**src/rtl/writeback_pkg.sv**
```systemverilog
// Shared types and constants for the register-file writeback path.
// Optional build macro MIST32_WB_LDST_PRIORITY_EN is consumed by
// writeback_register_arbiter (fixed LDST priority instead of round-robin).
package writeback_pkg;

   localparam int WB_ADDR_W          = 5;
   localparam int WB_DATA_W          = 32;
   localparam int WB_DEFAULT_DEPTH   = 4;
   localparam int WB_DEFAULT_DEPTH_N = 2;

   // Source identifiers, also used as the round-robin pointer encoding
   localparam logic WB_SRC_ALU  = 1'b0;
   localparam logic WB_SRC_LDST = 1'b1;

   typedef struct packed {
      logic [WB_ADDR_W-1:0] addr;
      logic [WB_DATA_W-1:0] data;
   } wb_entry_t;

endpackage

```
**src/rtl/writeback_fifo.sv**
```systemverilog
// Single-clock FIFO of pending register writes for one result source.
// The head entry is readable combinationally so it can be popped and
// loaded into the output stage on the same edge. Every slot's valid bit
// and destination address are exported for the pending-write probe.
module writeback_fifo
   import writeback_pkg::*;
#(
   parameter int P_DEPTH   = WB_DEFAULT_DEPTH,
   parameter int P_DEPTH_N = WB_DEFAULT_DEPTH_N
) (
   input  logic                           iCLOCK,
   input  logic                           iRESET_SYNC,
   input  logic                           push,
   input  wb_entry_t                      push_entry,
   input  logic                           pop,
   output wb_entry_t                      head_entry,
   output logic                           empty,
   output logic                           full,
   output logic [P_DEPTH-1:0]             entry_valid,
   output logic [P_DEPTH*WB_ADDR_W-1:0]   entry_addr
);

   localparam logic [P_DEPTH_N:0] DEPTH_C = (P_DEPTH_N+1)'(P_DEPTH);

   wb_entry_t              mem [P_DEPTH];
   logic [P_DEPTH_N-1:0]   wr_ptr_reg;
   logic [P_DEPTH_N-1:0]   rd_ptr_reg;
   logic [P_DEPTH_N:0]     count_reg;
   logic [P_DEPTH_N:0]     count_next;
   logic                   full_reg;
   logic [P_DEPTH-1:0]     valid_reg;
   logic                   push_ok;
   logic                   pop_ok;

   // A push into a full FIFO is dropped; a pop of an empty FIFO is ignored
   assign push_ok = push && !full_reg;
   assign pop_ok  = pop && (count_reg != '0);

   // Next occupancy; simultaneous push and pop leave it unchanged
   always_comb begin
      count_next = count_reg;
      case ({push_ok, pop_ok})
         2'b10:   count_next = count_reg + 1'b1;
         2'b01:   count_next = count_reg - 1'b1;
         default: count_next = count_reg;
      endcase
   end

   // Pointers wrap naturally because the depth is a power of two
   always_ff @(posedge iCLOCK) begin
      if (iRESET_SYNC) begin
         wr_ptr_reg <= '0;
         rd_ptr_reg <= '0;
         count_reg  <= '0;
         full_reg   <= 1'b0;
      end else begin
         if (push_ok)
            wr_ptr_reg <= wr_ptr_reg + 1'b1;
         if (pop_ok)
            rd_ptr_reg <= rd_ptr_reg + 1'b1;
         count_reg <= count_next;
         full_reg  <= (count_next == DEPTH_C);
      end
   end

   // Payload storage; contents of empty slots are don't-care
   always_ff @(posedge iCLOCK) begin
      if (push_ok && !iRESET_SYNC)
         mem[wr_ptr_reg] <= push_entry;
   end

   // Per-slot occupancy. Push and pop never hit the same slot in one
   // cycle: that would need the FIFO to be both empty and non-empty.
   generate
      for (genvar gi = 0; gi < P_DEPTH; gi++) begin : g_slot
         always_ff @(posedge iCLOCK) begin
            if (iRESET_SYNC)
               valid_reg[gi] <= 1'b0;
            else if (push_ok && (wr_ptr_reg == P_DEPTH_N'(gi)))
               valid_reg[gi] <= 1'b1;
            else if (pop_ok && (rd_ptr_reg == P_DEPTH_N'(gi)))
               valid_reg[gi] <= 1'b0;
         end
         assign entry_addr[gi*WB_ADDR_W +: WB_ADDR_W] = mem[gi].addr;
      end
   endgenerate

   assign entry_valid = valid_reg;
   assign head_entry  = mem[rd_ptr_reg];
   assign empty       = (count_reg == '0);
   assign full        = full_reg;

endmodule

```
**src/rtl/writeback_register_arbiter.sv**
```systemverilog
// Register-file write producer: buffers ALU and LDST results in separate
// FIFOs, picks at most one per cycle and drives a registered write port.
// Build macro MIST32_WB_LDST_PRIORITY_EN: when defined, LDST always wins
// contention and no round-robin pointer exists; otherwise round-robin.
module writeback_register_arbiter
   import writeback_pkg::*;
#(
   parameter int P_DEPTH   = WB_DEFAULT_DEPTH,
   parameter int P_DEPTH_N = WB_DEFAULT_DEPTH_N
) (
   input  logic                  iCLOCK,
   input  logic                  iRESET_SYNC,
   input  logic                  iALU_VALID,
   input  logic [WB_ADDR_W-1:0]  iALU_ADDR,
   input  logic [WB_DATA_W-1:0]  iALU_DATA,
   output logic                  oALU_LOCK,
   input  logic                  iLDST_VALID,
   input  logic [WB_ADDR_W-1:0]  iLDST_ADDR,
   input  logic [WB_DATA_W-1:0]  iLDST_DATA,
   output logic                  oLDST_LOCK,
   input  logic [WB_ADDR_W-1:0]  iCHK_ADDR,
   output logic                  oCHK_PENDING,
   output logic                  oWR_VALID,
   output logic [WB_ADDR_W-1:0]  oWR_ADDR,
   output logic [WB_DATA_W-1:0]  oWR_DATA
);

   wb_entry_t                    alu_push_entry;
   wb_entry_t                    ldst_push_entry;
   wb_entry_t                    alu_head;
   wb_entry_t                    ldst_head;
   logic                         alu_empty;
   logic                         ldst_empty;
   logic                         alu_full;
   logic                         ldst_full;
   logic [P_DEPTH-1:0]           alu_entry_valid;
   logic [P_DEPTH-1:0]           ldst_entry_valid;
   logic [P_DEPTH*WB_ADDR_W-1:0] alu_entry_addr;
   logic [P_DEPTH*WB_ADDR_W-1:0] ldst_entry_addr;
   logic [P_DEPTH-1:0]           alu_hit;
   logic [P_DEPTH-1:0]           ldst_hit;
   logic                         grant_alu;
   logic                         grant_ldst;
   logic                         wr_valid_reg;
   logic [WB_ADDR_W-1:0]         wr_addr_reg;
   logic [WB_DATA_W-1:0]         wr_data_reg;
`ifndef MIST32_WB_LDST_PRIORITY_EN
   logic                         rr_ptr_reg;
   logic                         rr_ptr_next;
`endif

   assign alu_push_entry  = '{addr: iALU_ADDR,  data: iALU_DATA};
   assign ldst_push_entry = '{addr: iLDST_ADDR, data: iLDST_DATA};

   writeback_fifo #(.P_DEPTH(P_DEPTH), .P_DEPTH_N(P_DEPTH_N)) u_alu_fifo (
      .iCLOCK      (iCLOCK),
      .iRESET_SYNC (iRESET_SYNC),
      .push        (iALU_VALID),
      .push_entry  (alu_push_entry),
      .pop         (grant_alu),
      .head_entry  (alu_head),
      .empty       (alu_empty),
      .full        (alu_full),
      .entry_valid (alu_entry_valid),
      .entry_addr  (alu_entry_addr)
   );

   writeback_fifo #(.P_DEPTH(P_DEPTH), .P_DEPTH_N(P_DEPTH_N)) u_ldst_fifo (
      .iCLOCK      (iCLOCK),
      .iRESET_SYNC (iRESET_SYNC),
      .push        (iLDST_VALID),
      .push_entry  (ldst_push_entry),
      .pop         (grant_ldst),
      .head_entry  (ldst_head),
      .empty       (ldst_empty),
      .full        (ldst_full),
      .entry_valid (ldst_entry_valid),
      .entry_addr  (ldst_entry_addr)
   );

   assign oALU_LOCK  = alu_full;
   assign oLDST_LOCK = ldst_full;

`ifdef MIST32_WB_LDST_PRIORITY_EN
   // Fixed priority: LDST wins whenever it has an entry
   always_comb begin
      grant_alu  = 1'b0;
      grant_ldst = 1'b0;
      if (!ldst_empty)
         grant_ldst = 1'b1;
      else if (!alu_empty)
         grant_alu = 1'b1;
   end
`else
   // Round-robin: the pointer decides contention and only moves then
   always_comb begin
      grant_alu   = 1'b0;
      grant_ldst  = 1'b0;
      rr_ptr_next = rr_ptr_reg;
      if (!alu_empty && !ldst_empty) begin
         if (rr_ptr_reg == WB_SRC_ALU) begin
            grant_alu   = 1'b1;
            rr_ptr_next = WB_SRC_LDST;
         end else begin
            grant_ldst  = 1'b1;
            rr_ptr_next = WB_SRC_ALU;
         end
      end else if (!alu_empty) begin
         grant_alu = 1'b1;
      end else if (!ldst_empty) begin
         grant_ldst = 1'b1;
      end
   end

   // Round-robin pointer state
   always_ff @(posedge iCLOCK) begin
      if (iRESET_SYNC)
         rr_ptr_reg <= WB_SRC_ALU;
      else
         rr_ptr_reg <= rr_ptr_next;
   end
`endif

   // Output stage: load the granted head; address/data hold when idle
   always_ff @(posedge iCLOCK) begin
      if (iRESET_SYNC) begin
         wr_valid_reg <= 1'b0;
         wr_addr_reg  <= '0;
         wr_data_reg  <= '0;
      end else if (grant_alu) begin
         wr_valid_reg <= 1'b1;
         wr_addr_reg  <= alu_head.addr;
         wr_data_reg  <= alu_head.data;
      end else if (grant_ldst) begin
         wr_valid_reg <= 1'b1;
         wr_addr_reg  <= ldst_head.addr;
         wr_data_reg  <= ldst_head.data;
      end else begin
         wr_valid_reg <= 1'b0;
      end
   end

   assign oWR_VALID = wr_valid_reg;
   assign oWR_ADDR  = wr_addr_reg;
   assign oWR_DATA  = wr_data_reg;

   // Pending probe: any queued slot or the output stage targeting iCHK_ADDR
   generate
      for (genvar gi = 0; gi < P_DEPTH; gi++) begin : g_probe
         assign alu_hit[gi]  = alu_entry_valid[gi] &&
                               (alu_entry_addr[gi*WB_ADDR_W +: WB_ADDR_W] == iCHK_ADDR);
         assign ldst_hit[gi] = ldst_entry_valid[gi] &&
                               (ldst_entry_addr[gi*WB_ADDR_W +: WB_ADDR_W] == iCHK_ADDR);
      end
   endgenerate

   assign oCHK_PENDING = (|alu_hit) || (|ldst_hit) ||
                         (wr_valid_reg && (wr_addr_reg == iCHK_ADDR));

endmodule

```
**config.mk**
```make
export PLATFORM = sky130hd
export DESIGN_NAME = writeback_register_arbiter
export DESIGN_NICKNAME = d
export VERILOG_FILES = /design/src/rtl/writeback_pkg.sv /design/src/rtl/writeback_fifo.sv /design/src/rtl/writeback_register_arbiter.sv
export SDC_FILE = /design/constraint.sdc
export NUM_CORES = 1
export LEC_CHECK = 0
export CORE_ASPECT_RATIO = 1.25
export CORE_UTILIZATION = 35
export CTS_CLUSTER_SIZE = 28
export DETAILED_ROUTE_END_ITERATION = 10
export PLACE_DENSITY_LB_ADDON = 0.15
export SLEW_MARGIN = 20
export SYNTH_ARGS = -nofsm -noshare
export SYNTH_HDL_FRONTEND = slang
export SYNTH_SLANG_ARGS = --single-unit
```
**constraint.sdc**
```tcl
create_clock -name iCLOCK -period 3 [get_ports iCLOCK]
set_clock_uncertainty 0.05 [all_clocks]
set_input_delay 0.6 -clock iCLOCK [delete_from_list [all_inputs] [get_ports iCLOCK]]
set_output_delay 0.6 -clock iCLOCK [all_outputs]
set_load 0.05 [all_outputs]
```
==> report_table.html, run 1 <==
<table>
<tr><th>Metric</th><th>Value</th></tr>
<tr><th colspan="2">Timing</th></tr>
<tr><td>Final Setup Violations</td><td>0</td></tr>
<tr><td>Setup repair after global routing missed its margin</td><td>no</td></tr>
<tr><td>Count of final max-slew check failures</td><td>0</td></tr>
<tr><td>Post-route clock period utilization</td><td>95.6%</td></tr>
<tr><td>TNS Setup</td><td>0 ns</td></tr>
<tr><td>Actual transition at the worst max-transition pin</td><td>0.917 ns</td></tr>
<tr><td>Final count of hold timing violations</td><td>0</td></tr>
<tr><td>Highest clock frequency the design can meet</td><td>349 MHz</td></tr>
<tr><td>Worst slew margin</td><td>38.8%</td></tr>
<tr><td>Minimum clock period</td><td>2.87 ns</td></tr>
<tr><th colspan="2">Detailed routing</th></tr>
<tr><td>Avg Vias per Cell</td><td>4.80</td></tr>
<tr><td>Detailed-route wire length per cell</td><td>21.4 µm</td></tr>
<tr><td>Total via count after detailed routing</td><td>7499</td></tr>
<tr><td>Wire length reported by the detailed router</td><td>33500 µm</td></tr>
<tr><td># DRC</td><td>0</td></tr>
<tr><td>Antenna Violating Nets Remaining</td><td>0</td></tr>
<tr><td>First drt pass iteration count</td><td>4</td></tr>
<tr><td>DR iter-0 viols</td><td>435</td></tr>
<tr><th colspan="2">Global routing</th></tr>
<tr><td>First-pass GRT wire length</td><td>49600 µm</td></tr>
<tr><td>Pin count of the biggest net entering global routing</td><td>75</td></tr>
<tr><td>Gr usage total</td><td>16.2%</td></tr>
<tr><td>Via count of the first global-routing pass</td><td>8037</td></tr>
<tr><td>Remaining global-route overflow</td><td>0</td></tr>
<tr><td>Antenna violations before repair</td><td>1</td></tr>
<tr><th colspan="2">Power and ir drop</th></tr>
<tr><td>Clock power share</td><td>30.0%</td></tr>
<tr><td>Leakage power</td><td>5.95 nW</td></tr>
<tr><td>Switching power</td><td>5.39 mW</td></tr>
<tr><td>Power Density</td><td>915 mW/mm²</td></tr>
<tr><td>Switching part of the total power</td><td>32.8%</td></tr>
<tr><td>Fraction of power consumed by sequential logic</td><td>39.3%</td></tr>
<tr><td>Worst VDD drop</td><td>723 µV</td></tr>
<tr><td>Cell internal pwr</td><td>11.1 mW</td></tr>
<tr><td>Fraction of power consumed by combinational cells</td><td>30.6%</td></tr>
<tr><th colspan="2">Setup path</th></tr>
<tr><td>CP startpoint kind</td><td>input pin</td></tr>
<tr><td>Type of destination of the critical path</td><td>primary output</td></tr>
<tr><td>Data required time of the worst path</td><td>2.35 ns</td></tr>
<tr><td>R2r setup slk</td><td>0.64 ns</td></tr>
<tr><td>Worst setup path category</td><td>in2out</td></tr>
<tr><td>Critical path arrival</td><td>2.22 ns</td></tr>
<tr><td>Largest driver fanout on the critical path</td><td>9</td></tr>
<tr><th colspan="2">Logic synthesis</th></tr>
<tr><td>Syn Std Cell Area</td><td>0.0145 mm²</td></tr>
<tr><td>Most used flip-flop cell after synthesis</td><td>sky130_fd_sc_hd__edfxtp_1</td></tr>
<tr><td>Count of synthesis-stage warnings from yosys</td><td>0</td></tr>
<tr><td>Number of different library cells in the post-synthesis netlist</td><td>39</td></tr>
<tr><td>Synth Instances</td><td>824</td></tr>
<tr><td>Post-synthesis register bit count</td><td>363</td></tr>
<tr><td>Number of flops mapped to enable cells by yosys</td><td>296</td></tr>
<tr><td>Async S/R FF share, synth</td><td>0%</td></tr>
<tr><td>Fraction of post-synthesis cell area in the top cell type by area</td><td>61.2%</td></tr>
<tr><td>Net count after synthesis</td><td>927</td></tr>
<tr><td>Top cells by area in the synthesized netlist</td><td>sky130_fd_sc_hd__edfxtp_1 (61%), sky130_fd_sc_hd__mux4_2 (11%), sky130_fd_sc_hd__dfxtp_1 (9.2%)</td></tr>
<tr><td>Synth Area per Inst</td><td>17.6 µm²</td></tr>
<tr><td>Area leader, netlist</td><td>sky130_fd_sc_hd__edfxtp_1</td></tr>
<tr><td>Sequential cell area fraction in the yosys report</td><td>70.4%</td></tr>
<tr><th colspan="2">Clocking</th></tr>
<tr><td>Clock sinks</td><td>363</td></tr>
<tr><td>H-tree level count</td><td>2</td></tr>
<tr><td>Clock Tree Root</td><td>sky130_fd_sc_hd__clkbuf_16</td></tr>
<tr><td>Hold-fix buffer count after cts</td><td>0</td></tr>
<tr><td>CTS tree</td><td>built</td></tr>
<tr><td>Maximum root-to-sink buffer count</td><td>3</td></tr>
<tr><td>Skew-Pair Late Insertion Delay</td><td>0.54 ns</td></tr>
<tr><td>Clock slew at reported path FFs</td><td>0.06 ns</td></tr>
<tr><td>Number of buffers added by the clock tree synthesis step</td><td>40</td></tr>
<tr><th colspan="2">Die</th></tr>
<tr><td>Full die area</td><td>0.0423 mm²</td></tr>
<tr><td>Core Box Area</td><td>0.0410 mm²</td></tr>
<tr><td>Starting Density</td><td>35.4%</td></tr>
<tr><td>Total number of placement rows</td><td>83</td></tr>
<tr><td>Height of the die</td><td>230 µm</td></tr>
<tr><td>Num ports</td><td>124</td></tr>
<tr><td>Horizontal die dimension</td><td>184 µm</td></tr>
<tr><th colspan="2">Job</th></tr>
<tr><td>Total of max-cap violations</td><td>0</td></tr>
<tr><th colspan="2">Finish</th></tr>
<tr><td>Most frequent standard cell in the layout excluding fill and tap cells</td><td>sky130_fd_sc_hd__edfxtp_1</td></tr>
<tr><td>Count of nets after finishing</td><td>1084</td></tr>
<tr><td>Fraction of layout cells with a size suffix above 1</td><td>22.6%</td></tr>
<tr><td>Antenna fix cells</td><td>0</td></tr>
<tr><td>Final core area utilization</td><td>43.8%</td></tr>
<tr><td>Most frequent cells in the layout</td><td>sky130_fd_sc_hd__edfxtp_1 (296), sky130_fd_sc_hd__clkdlybuf4s50_1 (117), sky130_fd_sc_hd__nand2_1 (83), sky130_fd_sc_hd__mux4_2 (74), sky130_fd_sc_hd__nor2_1 (67)</td></tr>
<tr><td>Area delta synth-&gt;final</td><td>23.7%</td></tr>
<tr><th colspan="2">Placement</th></tr>
<tr><td>Port Buffers</td><td>123</td></tr>
<tr><td>Routability Congestion</td><td>0.820</td></tr>
<tr><td>Detailed Place HPWL</td><td>22900 µm</td></tr>
<tr><th colspan="2">Status</th></tr>
<tr><td>Outcome</td><td>completed</td></tr>
<tr><th colspan="2">Worst hold path</th></tr>
<tr><td>Worst hold-check path type</td><td>reg2reg</td></tr>
</table>
## worst paths after layout
kind                       startpoint                       end  cells past startpoint
max                      iCHK_ADDR[2]              oCHK_PENDING                      8
min          u_alu_fifo.wr_ptr_reg[1]  u_alu_fifo.wr_ptr_reg[1]                      2
max reg2reg  u_ldst_fifo.count_reg[0]           u_alu_fifo.full                     10
min reg2reg  u_alu_fifo.wr_ptr_reg[1]  u_alu_fifo.wr_ptr_reg[1]                      2
## worst max-delay path: stages
cell,delay [ns]
sky130_fd_sc_hd__clkdlybuf4s50_1,0.45
sky130_fd_sc_hd__buf_12,0.17
sky130_fd_sc_hd__xor2_1,0.15
sky130_fd_sc_hd__nor4_2,0.27
sky130_fd_sc_hd__nand3_1,0.10
sky130_fd_sc_hd__and4_1,0.16
sky130_fd_sc_hd__nand4_1,0.16
sky130_fd_sc_hd__buf_12,0.16
## routing by layer
metal	track usage, %	routed length, µm
met4	4.77	731
met5	0	17
met2	29.1	17800
met1	19.2	13500
met3	3.41	1430
## area by class of cell
type	instances	area (µm²)
well taps	552	691
flip-flops and latches	363	10200
inverters	14	65.1
clock inverters	17	216
fillers	3661	23100
multi-input cells	400	3950
repair buffers	162	1700
clock buffers	55	1110
## what timing repair did
| item | in CTS | in global routing |
|---|---|---|
| pin swaps | 0 | 5 |
| resized for setup | 1 | 4 |
| buffers inserted | 0 | 0 |
| endpoints found under the setup margin | 1 | 1 |
## power groups by stage
stage          registers [mW]  clock network (mW)  logic (mW)
4_1_cts                  6.48                5.09        5.18
5_1_grt                  6.53                5.26        5.45
3_5_place_dp             6.57                   0        5.17
2_1_floorplan            7.06                   0        3.14
6_report                 6.47                4.93        5.04
3_3_place_gp             6.58                   0        5.15
## logic make-up after synthesis
kind of cell | synth area share, %
fa+ha+maj | 1.83
mux | 11.5
xor+xnor | 3.32
buf+inv | 2.53
simple gates | 5.68
compound gates | 4.68
flops | 70.4
## synth_stat cells (all sizes together), types with 7 or more instances
cell type / instances
a22oi: 9
nand2: 90
ha: 18
inv: 13
nor2: 67
dfxtp: 67
and2: 8
buf: 35
mux4: 74
nor4: 9
a21oi: 7
a311oi: 37
clkbuf: 12
xnor2: 16
xor2: 39
edfxtp: 296
## per-stage QoR
step	cell area (µm²)	total power, mW	hold slack [ns]	std cells	setup slack, ns
after CTS	17900	16.8	0.453	1563	0.0280
after global placement	16600	11.7	0.443	1491	0.00854
after detailed placement	16600	11.7	0.445	1491	-0.00433
final	18000	16.4	0.452	1563	0.131
after global routing	18000	17.2	0.482	1563	0.00673
after floorplan	14500	10.2	0.407	824	0.443
(Power assumes the default switching activity.)
==> run 2: changes to the inputs <==
--- a/config.mk
+++ b/config.mk
@@ -9,6 +9,7 @@
 export CORE_UTILIZATION = 35
 export CTS_CLUSTER_SIZE = 28
 export DETAILED_ROUTE_END_ITERATION = 10
+export HOLD_SLACK_MARGIN = 0.12
 export PLACE_DENSITY_LB_ADDON = 0.15
 export SLEW_MARGIN = 20
 export SYNTH_ARGS = -nofsm -noshare
==> results of run 2 <==
Final layout, timing and power as in run 1 (identical DEF).
==> run 3: changes to the inputs <==
--- a/config.mk
+++ b/config.mk
@@ -11,6 +11,7 @@
 export DETAILED_ROUTE_END_ITERATION = 10
 export HOLD_SLACK_MARGIN = 0.12
 export PLACE_DENSITY_LB_ADDON = 0.15
+export RECOVER_POWER = 25
 export SLEW_MARGIN = 20
 export SYNTH_ARGS = -nofsm -noshare
 export SYNTH_HDL_FRONTEND = slang
==> report_table.html, run 3 (synthesis gave the netlist of run 1 again) <==
<table>
<tr><th>Metric</th><th>Value</th></tr>
<tr><th colspan="2">Status</th></tr>
<tr><td>Outcome</td><td>completed</td></tr>
<tr><th colspan="2">Finish</th></tr>
<tr><td>Count of nets after finishing</td><td>1084</td></tr>
<tr><td>Storage element area</td><td>0.0102 mm²</td></tr>
<tr><td>Fraction of layout cells with a size suffix above 1</td><td>22.6%</td></tr>
<tr><td>Most frequent standard cell in the layout excluding fill and tap cells</td><td>sky130_fd_sc_hd__edfxtp_1</td></tr>
<tr><td>Most frequent cells in the layout</td><td>sky130_fd_sc_hd__edfxtp_1 (296), sky130_fd_sc_hd__nand2_1 (83), sky130_fd_sc_hd__mux4_2 (74), sky130_fd_sc_hd__clkdlybuf4s50_1 (72), sky130_fd_sc_hd__nor2_1 (67)</td></tr>
<tr><td>Fill cells</td><td>3664</td></tr>
<tr><td>Total area of multi-input combinational cells</td><td>0.00395 mm²</td></tr>
<tr><td>Area delta synth-&gt;final</td><td>23.7%</td></tr>
<tr><td>Final std cell area, no fill</td><td>0.0180 mm²</td></tr>
<tr><th colspan="2">Detailed routing</th></tr>
<tr><td>Avg Vias per Cell</td><td>4.80</td></tr>
<tr><td>DR iter-0 viols</td><td>459</td></tr>
<tr><td># DRC</td><td>0</td></tr>
<tr><td>First drt pass iteration count</td><td>4</td></tr>
<tr><td>Antenna Violating Nets Remaining</td><td>0</td></tr>
<tr><td>Total via count after detailed routing</td><td>7517</td></tr>
<tr><td>Wire length reported by the detailed router</td><td>33500 µm</td></tr>
<tr><td>Detailed-route wire length per cell</td><td>21.4 µm</td></tr>
<tr><th colspan="2">Timing</th></tr>
<tr><td>Final worst hold slack</td><td>0.449 ns</td></tr>
<tr><td>Final count of hold timing violations</td><td>0</td></tr>
<tr><td>Actual transition at the worst max-transition pin</td><td>0.915 ns</td></tr>
<tr><td>Final Setup Violations</td><td>0</td></tr>
<tr><td>Post-route clock period utilization</td><td>95.9%</td></tr>
<tr><td>Worst slew margin</td><td>39.0%</td></tr>
<tr><td>Highest clock frequency the design can meet</td><td>348 MHz</td></tr>
<tr><td>Minimum clock period</td><td>2.88 ns</td></tr>
<tr><td>TNS Setup</td><td>0 ns</td></tr>
<tr><td>Setup repair after global routing missed its margin</td><td>no</td></tr>
<tr><td>Count of final max-slew check failures</td><td>0</td></tr>
<tr><th colspan="2">Power and ir drop</th></tr>
<tr><td>Total power</td><td>16.4 mW</td></tr>
<tr><td>Leakage power</td><td>5.96 nW</td></tr>
<tr><td>Worst VDD drop</td><td>723 µV</td></tr>
<tr><td>Power Density</td><td>914 mW/mm²</td></tr>
<tr><th colspan="2">Clocking</th></tr>
<tr><td>Skew-Pair Late Insertion Delay</td><td>0.54 ns</td></tr>
<tr><td>Number of buffers added by the clock tree synthesis step</td><td>40</td></tr>
<tr><td>Clock sinks</td><td>363</td></tr>
<tr><td>Maximum root-to-sink buffer count</td><td>3</td></tr>
<tr><td>Hold-fix buffer count after cts</td><td>0</td></tr>
<tr><td>Clock Tree Root</td><td>sky130_fd_sc_hd__clkbuf_16</td></tr>
<tr><td>H-tree level count</td><td>2</td></tr>
<tr><td>Clock slew at reported path FFs</td><td>0.06 ns</td></tr>
<tr><td>CTS tree</td><td>built</td></tr>
<tr><th colspan="2">Die</th></tr>
<tr><td>Full die area</td><td>0.0423 mm²</td></tr>
<tr><td>Height of the die</td><td>230 µm</td></tr>
<tr><td>Starting Density</td><td>35.4%</td></tr>
<tr><td>Core Box Area</td><td>0.0410 mm²</td></tr>
<tr><td>Num ports</td><td>124</td></tr>
<tr><td>Horizontal die dimension</td><td>184 µm</td></tr>
<tr><td>Total number of placement rows</td><td>83</td></tr>
<tr><th colspan="2">Setup path</th></tr>
<tr><td>Reg-to-reg critical path endpoint</td><td>u_alu_fifo.full</td></tr>
<tr><td>CP startpoint kind</td><td>input pin</td></tr>
<tr><td>Start point of the critical path</td><td>iCHK_ADDR[2]</td></tr>
<tr><td>Largest driver fanout on the critical path</td><td>9</td></tr>
<tr><td>R2r setup slk</td><td>0.63 ns</td></tr>
<tr><td>Worst setup path category</td><td>in2out</td></tr>
<tr><td>Reg2Reg Launch Point</td><td>u_ldst_fifo.count_reg[0]</td></tr>
<tr><td>Type of destination of the critical path</td><td>primary output</td></tr>
<tr><td>Worst Reg-to-Reg Cells</td><td>10</td></tr>
<tr><td>Data required time of the worst path</td><td>2.35 ns</td></tr>
<tr><td>Critical path arrival</td><td>2.23 ns</td></tr>
<tr><th colspan="2">Global routing</th></tr>
<tr><td>Gr usage total</td><td>16.2%</td></tr>
<tr><td>Antenna violations before repair</td><td>7</td></tr>
<tr><td>Pin count of the biggest net entering global routing</td><td>75</td></tr>
<tr><td>First-pass GRT wire length</td><td>49600 µm</td></tr>
<tr><td>Via count of the first global-routing pass</td><td>8037</td></tr>
<tr><td>Remaining global-route overflow</td><td>0</td></tr>
<tr><th colspan="2">Placement</th></tr>
<tr><td>Instance area at placement</td><td>0.0166 mm²</td></tr>
<tr><td>Port Buffers</td><td>123</td></tr>
<tr><td>Routability Congestion</td><td>0.820</td></tr>
<tr><td>Detailed Place HPWL</td><td>22900 µm</td></tr>
<tr><th colspan="2">Worst hold path</th></tr>
<tr><td>Worst hold-check path type</td><td>reg2reg</td></tr>
<tr><td>Number of cells on the worst hold path</td><td>2</td></tr>
<tr><td>Startpoint of the lowest-slack hold path</td><td>u_alu_fifo.wr_ptr_reg[1]</td></tr>
<tr><td>Endpoint with the worst hold slack</td><td>u_alu_fifo.wr_ptr_reg[1]</td></tr>
<tr><th colspan="2">Job</th></tr>
<tr><td>Total of max-cap violations</td><td>0</td></tr>
</table>
## run 3: worst max-delay path, stage by stage
cell and delay (ns):
sky130_fd_sc_hd__clkdlybuf4s50_1 0.45, sky130_fd_sc_hd__buf_12 0.17, sky130_fd_sc_hd__xor2_1 0.15, sky130_fd_sc_hd__nor4_2 0.27, sky130_fd_sc_hd__nand3_1 0.10, sky130_fd_sc_hd__and4_1 0.16, sky130_fd_sc_hd__nand4_1 0.17, sky130_fd_sc_hd__buf_12 0.16
## run 3: layout make-up
cell class,count,area share (%)
clock inverter,17,1.20
antenna,2,0.0279
sequential,363,57.0
tap,552,3.84
multi-input combinational,400,22.0
inverter,14,0.362
clock buffer,55,6.17
timing repair buffer,162,9.45
## run 3: metrics by stage
| stage | instances | util [%] | setup slack, ns |
|---|---|---|---|
| after CTS | 1563 | 43.8 | 0.0280 |
| final | 1565 | 43.8 | 0.124 |
| after floorplan | 824 | - | 0.443 |
| after global placement | 1491 | 40.5 | 0.00854 |
| after global routing | 1564 | 43.8 | 0.00673 |
| after detailed placement | 1491 | 40.5 | -0.00433 |
## run 3: what timing repair did
action | CTS | global route
resized for setup | 1 | 4
setup buffers | 0 | 0
endpoints found under the setup margin | 1 | 1
pin swaps | 0 | 5
## run 3: how the worst max path moves through the flow
stage | to | cells past startpoint
2_1_floorplan | u_alu_fifo.mem[0][0] | 5
3_3_place_gp | oCHK_PENDING | 7
3_5_place_dp | oCHK_PENDING | 7
4_1_cts | oCHK_PENDING | 8
5_1_grt | oCHK_PENDING | 8
6_report | oCHK_PENDING | 8
## run 3: metal layers
layer	wire, µm	global-route usage (%)
met1	13400	19.2
met2	17700	29.1
met3	1540	3.41
met4	777	4.77
met5	17	0
## run 3: power breakdown
part,switching (mW),internal (mW),total [mW]
logic,3.03,2.00,5.03
clock network,1.92,3.02,4.94
registers,0.435,6.03,6.46
